File: src/rtl/serial_sub_pkg.sv
// Shared definitions for the bit-serial subtractor: FSM state encodings
// and the legal WIDTH range.
package serial_sub_pkg;

    typedef enum logic [1:0] {
        ST_IDLE  = 2'd0,
        ST_SHIFT = 2'd1,
        ST_DONE  = 2'd2
    } state_t;

    localparam int WIDTH_MIN = 2;
    localparam int WIDTH_MAX = 32;

endpackage

File: src/rtl/full_subtractor.sv
// Single-bit full subtractor: d = a - b - bin, with borrow-out.
module full_subtractor (
    input  logic a,
    input  logic b,
    input  logic bin,
    output logic d,
    output logic bout
);

    // Borrow when b exceeds a, or when a==b and a borrow arrives from below.
    always_comb begin
        d    = a ^ b ^ bin;
        bout = (~a & b) | (~(a ^ b) & bin);
    end

endmodule

File: src/rtl/serial_subtractor_ctrl.sv
// Bit-serial WIDTH-bit subtractor controller. One full_subtractor cell is
// time-shared over WIDTH cycles, LSB first, with the borrow registered
// between cycles.
// Optional: define SERIAL_SUB_OVF_EN to add the signed-overflow output ovf.
module serial_subtractor_ctrl
    import serial_sub_pkg::*;
#(
    parameter int WIDTH = 8
) (
    input  logic             clk,
    input  logic             rst,
    input  logic             start,
    input  logic [WIDTH-1:0] a,
    input  logic [WIDTH-1:0] b,
    input  logic             bin,
    output logic             ready,
    output logic             busy,
    output logic             done,
    output logic [WIDTH-1:0] diff,
    output logic             bout
`ifdef SERIAL_SUB_OVF_EN
    ,
    output logic             ovf
`endif
);

    localparam int CNT_W = $clog2(WIDTH);
    localparam logic [CNT_W-1:0] CNT_LAST = CNT_W'(WIDTH - 1);

    generate
        if (WIDTH < WIDTH_MIN || WIDTH > WIDTH_MAX) begin : g_bad_width
            $error("serial_subtractor_ctrl: WIDTH out of range");
        end
    endgenerate

    state_t           state, state_nxt;
    logic [WIDTH-1:0] a_sr, b_sr, res, res_nxt;
    logic [CNT_W-1:0] cnt;
    logic             brw;
    logic             d_cell, bout_cell;
    logic             last;

`ifdef SERIAL_SUB_OVF_EN
    // Operand sign bits are lost once the shift registers start moving,
    // so they are kept aside at accept for the overflow test.
    logic a_msb, b_msb;
`endif

    full_subtractor u_cell (
        .a    (a_sr[0]),
        .b    (b_sr[0]),
        .bin  (brw),
        .d    (d_cell),
        .bout (bout_cell)
    );

    // The new difference bit enters at the MSB so that after WIDTH shifts
    // the LSB computed first has landed at bit 0.
    assign res_nxt = (res >> 1) | (WIDTH'(d_cell) << (WIDTH - 1));
    assign last    = (cnt == CNT_LAST);

    // State register.
    always_ff @(posedge clk) begin
        if (rst) state <= ST_IDLE;
        else     state <= state_nxt;
    end

    // Next-state and status decode; DONE always lasts exactly one cycle.
    always_comb begin
        state_nxt = state;
        ready     = 1'b0;
        busy      = 1'b0;
        done      = 1'b0;
        case (state)
            ST_IDLE: begin
                ready = 1'b1;
                if (start) state_nxt = ST_SHIFT;
            end
            ST_SHIFT: begin
                busy = 1'b1;
                if (last) state_nxt = ST_DONE;
            end
            ST_DONE: begin
                done      = 1'b1;
                state_nxt = ST_IDLE;
            end
            default: state_nxt = ST_IDLE;
        endcase
    end

    // Datapath: operand capture, serial shifting and result load. diff/bout
    // hold the previous result until the final shift of the next operation.
    always_ff @(posedge clk) begin
        if (rst) begin
            a_sr <= '0;
            b_sr <= '0;
            res  <= '0;
            brw  <= 1'b0;
            cnt  <= '0;
            diff <= '0;
            bout <= 1'b0;
`ifdef SERIAL_SUB_OVF_EN
            a_msb <= 1'b0;
            b_msb <= 1'b0;
            ovf   <= 1'b0;
`endif
        end else begin
            case (state)
                ST_IDLE: begin
                    if (start) begin
                        a_sr <= a;
                        b_sr <= b;
                        brw  <= bin;
                        cnt  <= '0;
`ifdef SERIAL_SUB_OVF_EN
                        a_msb <= a[WIDTH-1];
                        b_msb <= b[WIDTH-1];
`endif
                    end
                end
                ST_SHIFT: begin
                    a_sr <= a_sr >> 1;
                    b_sr <= b_sr >> 1;
                    res  <= res_nxt;
                    brw  <= bout_cell;
                    cnt  <= cnt + 1'b1;
                    if (last) begin
                        diff <= res_nxt;
                        bout <= bout_cell;
`ifdef SERIAL_SUB_OVF_EN
                        // d_cell is the MSB of the final difference.
                        ovf <= (a_msb != b_msb) && (d_cell != a_msb);
`endif
                    end
                end
                default: ;
            endcase
        end
    end

endmodule

File: config.mk
export PLATFORM = sky130hd
export DESIGN_NAME = serial_subtractor_ctrl
export DESIGN_NICKNAME = d
export VERILOG_FILES = /design/src/rtl/serial_sub_pkg.sv /design/src/rtl/full_subtractor.sv /design/src/rtl/serial_subtractor_ctrl.sv
export SDC_FILE = /design/constraint.sdc
export NUM_CORES = 1
export LEC_CHECK = 0
export ABC_CLOCK_PERIOD_IN_PS = 1500
export CORE_AREA = 4 4 83 62
export DETAILED_ROUTE_END_ITERATION = 10
export DIE_AREA = 0 0 87 66
export SLEW_MARGIN = 20
export SYNTH_ARGS = -nofsm -noshare
export SYNTH_HDL_FRONTEND = slang
export SYNTH_SLANG_ARGS = --single-unit
export TNS_END_PERCENT = 10
File: constraint.sdc
create_clock -name clk -period 1.5 [get_ports clk]
set_clock_uncertainty 0.2 [all_clocks]
set_input_delay 0.3 -clock clk [delete_from_list [all_inputs] [get_ports clk]]
set_output_delay 0.3 -clock clk [all_outputs]
set_load 0.01 [all_outputs]
; After elaboration in Yosys (flattened, before gate mapping)
; Index checks and enable logic that the tools add are counted.
[totals]
regBits = 39
inputBits = 20
out_inout_bits = 12
elab_cells = 41
[classes]
addsub = 1
eq_ne = 5
mux = 14
bitwise = 8
reduce_logical = 5
[ops]
columns = op, count
row1 = one-hot mux 8 bit (2 select lines), 2
row2 = 2-to-1 mux 8 bit, 2
row3 = bitwise OR 7 x 8 -> 8 bit, 1
row4 = one-hot mux 3 bit (2 select lines), 1
row5 = AND reduction 2 bit, 3
row6 = 2-to-1 mux 1 bit, 4
row7 = 2-to-1 mux 2 bit, 2
row8 = "inequality test 2 bit, second input constant", 2
row9 = one-hot mux 2 bit (2 select lines), 1
row10 = "adder 3 x 1 -> 3 bit, second input constant", 1
row11 = "== test 3 bit, second input constant", 1
row12 = 2-to-1 mux 3 bit, 1
row13 = AND 1 bit, 2
row14 = "== test 2 x 1 -> 1 bit, second input constant", 1
row15 = "== test 2 bit, second input constant", 1
row16 = zero test 2 bit, 1
row17 = NOT 1 bit, 2
row18 = one-hot mux 1 bit (2 select lines), 1
row19 = nonzero test 2 bit, 1
row20 = XOR 1 bit, 2
row21 = bitwise OR 1 bit, 1

; Longest topological paths before layout
[logic_depth]
ltp_word = 5
mapped_depth = 6
mapped_depth_nobuf = 5

; Cells and area by module
; A second synthesis with hierarchy kept.
[unflattened]
hier_cells = 173
area_unflattened_um2 = 1577.8
[modules_own_cells]
columns = mod, n_inst, cells_each, area_per_inst_um2, seq_area_each_um2
row1 = serial_subtractor_ctrl, 1, 169, 1546.5, 760.7
row2 = full_subtractor, 1, 4, 31.3, 0.0

; Worst setup path after synthesis
; OpenSTA, ideal clock, no wires.
[synth_timing]
path_type = reg2reg
startpoint = register state[1]
endpoint = register a_sr[0]
setup_ns = 0.119
t_arrival_ns = 1.169
t_required_ns = 1.181
path_slack_ns = 0.012
stages_incl_launch_ff = 6
path_buffers = 2
period_less_slack_ns = 1.488
cell_sequence = dfxtp_1 or3b_1 buf_6 buf_8 o221ai_1 nor2_1
[synth_between]
elab_chain_cells = 3
elab_cells_between_ends = 6
classes_between = 2 x eq/ne / 1 x mux / 3 x reduce/logical
[synth_lines]
columns = element, line_no
row1 = "start, declared", serial_subtractor_ctrl.sv:36  ; state_t state, state_nxt;
row2 = "start signal, assigned", serial_subtractor_ctrl.sv:65  ; else state <= state_nxt;
row3 = == test 2 x 1 -> 1 bit / zero test 2 bit (equally long branches), serial_subtractor_ctrl.sv:108  ; case (state)
row4 = nonzero test 2 bit (no source line) / inequality test 2 bit (equally long branches), -
row5 = AND reduction 2 bit (no source line), -
row6 = "end signal, assigned", serial_subtractor_ctrl.sv:122  ; a_sr <= a_sr >> 1;
row7 = "end, declared", serial_subtractor_ctrl.sv:37  ; logic [WIDTH-1:0] a_sr, b_sr, res, res_nxt;
; Several ways; a longest one is shown, not always the timed one.
; A chain may end at the register's enable or synchronous reset.

; Worst setup path after layout
[layout_timing]
startpoint = register state[1]
endpoint = register b_sr[0]
[layout_between]
elab_chain_cells = 3
elab_cells_between_ends = 6
classes_between = 2 x eq/ne / 1 x mux / 3 x reduce/logical
[layout_lines]
columns = element, line_no
row1 = == test 2 x 1 -> 1 bit / zero test 2 bit (equally long branches), serial_subtractor_ctrl.sv:108
row2 = nonzero test 2 bit (no source line) / inequality test 2 bit (equally long branches), -
row3 = AND reduction 2 bit (no source line), -
row4 = "end signal, assigned", serial_subtractor_ctrl.sv:123  ; b_sr <= b_sr >> 1;
row5 = "end, declared", serial_subtractor_ctrl.sv:37
; Several ways; a longest one is shown, not always the timed one.

==> metrics.txt <==
GRT Util Overall=13.2%; CP required=~1500 ps; post-layout min period=1580 ps; Num Clock Sinks=38; maximum cell stage delay along the critical path=430 ps; wire length per cell after detailed routing=between 10 and 15 um; Worst Max-Slew Pin Slew=348 ps; area of placed instances=1940 um^2; CTS Buf Count=5; area added between synthesis and finish=47.2%; Hold Path Depth=2; most frequent cells in the layout=dfxtp_1, nor2_1, nand2_1, a21oi_1, clkdlybuf4s50_1; post-synth cell types=26; via/cell ratio=5.02; TritonCTS clock tree=done; number of levels the H-tree was split into=2; First DRT Iteration DRCs=49; Final Hold Violating Endpoints=0; number of detailed-route iterations in the first pass=4; cell area power density=1110 nW/um^2; internal portion of total power=1.92 mW; total gr overflow=0; slowest stage cell, crit path=or3b_4; effective utilization at floorplan=between 30% and 40%; Worst Reg-to-Reg Cells=5; category of the worst setup path launch point=flop; sequential share of the synthesized area=50.5%; number of violations of the max-capacitance limit=0; Vert. Die Dim=~66 um; total of buffers placed on input and output ports=31; Clk Latency, worst-skew pair=290 ps; total number of placement rows=20; share of Yosys cell area claimed by the top area cell type=50.5%; total of flip-flops plus latches after synthesis=38; Setup Slack @ Placement=-432 ps; switching pwr=0.535 mW; first-pass GRT wire length=between 5 and 6 mm; clock slew seen by the registers of the worst setup and hold paths=80 ps; synthesized netlist net count=194; gp weighted congestion=0.729; area of the mapped netlist=1510 um^2; Min-Delay Path Class=flop to flop; sequential power share=44.4%; antenna diode count=0; count of nets left with antenna violations after detail routing=0; Longest Clk Path Bufs=2; warning count from the yosys run=0; setup ws final=-82.3 ps; share of final-layout standard cells stronger than drive strength 1=a little under a quarter; combinational cell fraction of total power=12.4%; die outline width=between 80 and 90 um; launching element of the worst setup path=state[1]$_SDFFE_PP0P_; Root Buffer=clkbuf_8; area of the core=between 4000 and 5000 um^2; Total Neg Setup Slack=-853 ps; Setup Crit Path Kind=flop to flop; Top Ports=32; leading post-synthesis cells by cell area=dfxtp_1, nor2_1, a21oi_1, o221ai_1, nand2_1; number of antenna violations at the first check in global routing=0; Reg-to-Reg End=b_sr[0]$_SDFFE_PP0P_; Setup-failing EPs final=15; worst reg2reg setup slack=-80 ps; Worst Path Arrival=1560 ps; endpoint of the worst hold path=diff[3]$_SDFFE_PP0P_; core occupancy in the finished layout=51.8%; HP Start=diff[3]$_SDFFE_PP0P_; total leakage power=0.869 nW; Detailed Route WL=3.56 mm; status=complete, but fails checks; worst voltage drop across the vdd grid=552 uV; cells along the critical path=buf_6, or3b_4, clkbuf_16, o221ai_4, a21oi_2; NumNets Final=237; violated checks=negative setup slack; highest attainable clock frequency=632 MHz; most frequent standard cell in the layout excluding fill and tap cells=dfxtp_1; net switching fraction of the power=21.8%; Reg-to-Reg Start=state[1]$_SDFFE_PP0P_; max-slew violation count=0; CP Capture Type=flop; final worst-path cycle share=105%; setup repair after global routing missed its margin=true; via count of the first global-routing pass=1344; Worst slew margin=76.8%; full die area=5740 um^2; routed vias=1355; pin count of the biggest net entering global routing=22; post-detailed-route DRC marker count=0; most area-hungry cell type in the Yosys netlist=dfxtp_1; portion of total power attributed to the clock network=43.2%; Post-DP HPWL=2.43 mm; post-synthesis cell count=171; final instance area=about 2200 um^2; average instance area after synthesis=a little under 9 um^2; critical path fanouts, max=5
[kinds of logic (layout without fill, tap and decap cells)]
kind of cell	Yosys count	count (layout)	synth area share (%)
simple gates	69	69	19.4
compound gates	44	44	21.2
flops	38	38	50.5
fa+ha+maj	3	3	2.99
buf+inv	17	61	5.90
[flip-flops by register name, summed over array words and instances, names as in the netlist]
name	count
res	7
b_sr	8
bout	1
a_sr	8
state	2
brw	1
cnt	3
diff	8
[through the flow]
step,power (mW),hold WS (ps),std cells
finish,2.46,257,270
global route,2.56,289,270
CTS,2.45,265,269
detailed placement,1.37,257,260
global placement,1.36,244,260
floorplan,1.25,237,171
[cell usage after synthesis]
cell	number
o21ai_0	2
inv_1	4
nor2b_1	2
buf_1	1
nand2_1	22
nand3_1	8
o221ai_1	11
fa_1	1
buf_6	1
nor2_1	32
nand3b_1	3
a22oi_1	2
ha_1	2
o21bai_1	1
buf_2	5
a21oi_1	20
a211oi_1	2
buf_8	1
or3b_1	1
a311oi_1	1
o221ai_2	3
clkbuf_1	5
dfxtp_1	38
o221a_1	1
nand2b_1	1
o21ba_2	1
[final cells by class]
| cell class | instances | area [um^2] |
|---|---|---|
| clock buffer | 6 | 82.6 |
| clock inverter | 2 | 60.1 |
| fill | 391 | 2060 |
| inverter | 4 | 15.0 |
| multi-input combinational | 116 | 749 |
| sequential | 38 | 764 |
| tap | 55 | 68.8 |
| timing repair buffer | 49 | 477 |
[how the worst max path moves through the flow]
stage	to
4_1_cts	b_sr[4]$_SDFFE_PP0P_
5_1_grt	b_sr[0]$_SDFFE_PP0P_
6_report	b_sr[0]$_SDFFE_PP0P_
2_1_floorplan	a_sr[0]$_SDFFE_PP0P_
3_5_place_dp	a_sr[0]$_SDFFE_PP0P_
3_3_place_gp	a_sr[0]$_SDFFE_PP0P_
[critical path, delay by kind of cell (launching register included)]
family | cells | cell delay [ps]
AND/OR/NAND/NOR | 1 | 430
AO/OA/AOI/OAI | 2 | 180
flip-flops | 1 | 370
buffers and inverters | 2 | 290
[what timing repair did]
item,CTS,global route
setup endpoints to repair,28,25
cloned,0,1
hold buffers,0,0
setup buffers,1,0
pin swaps,17,12
gates resized for setup,37,11
[per-layer routing]
layer / up-vias / GRT usage, % / share of wire [%]
li1: 680 / - / -
met1: 643 / 16.2 / 48
met2: 26 / 21.2 / 46
met4: 0 / 6.03 / 1.4
met3: 6 / 3.74 / 4.1
met5: - / 0 / 0
[power by group through the flow]
stage	logic, mW	registers (mW)	clock network (mW)
final	0.305	1.09	1.06
after global placement	0.251	1.11	0
after global routing	0.335	1.10	1.13
after detailed placement	0.258	1.11	0
after floorplan	0.153	1.10	0
after CTS	0.278	1.09	1.08
No activity file was read; power rests on OpenSTA's default activity.
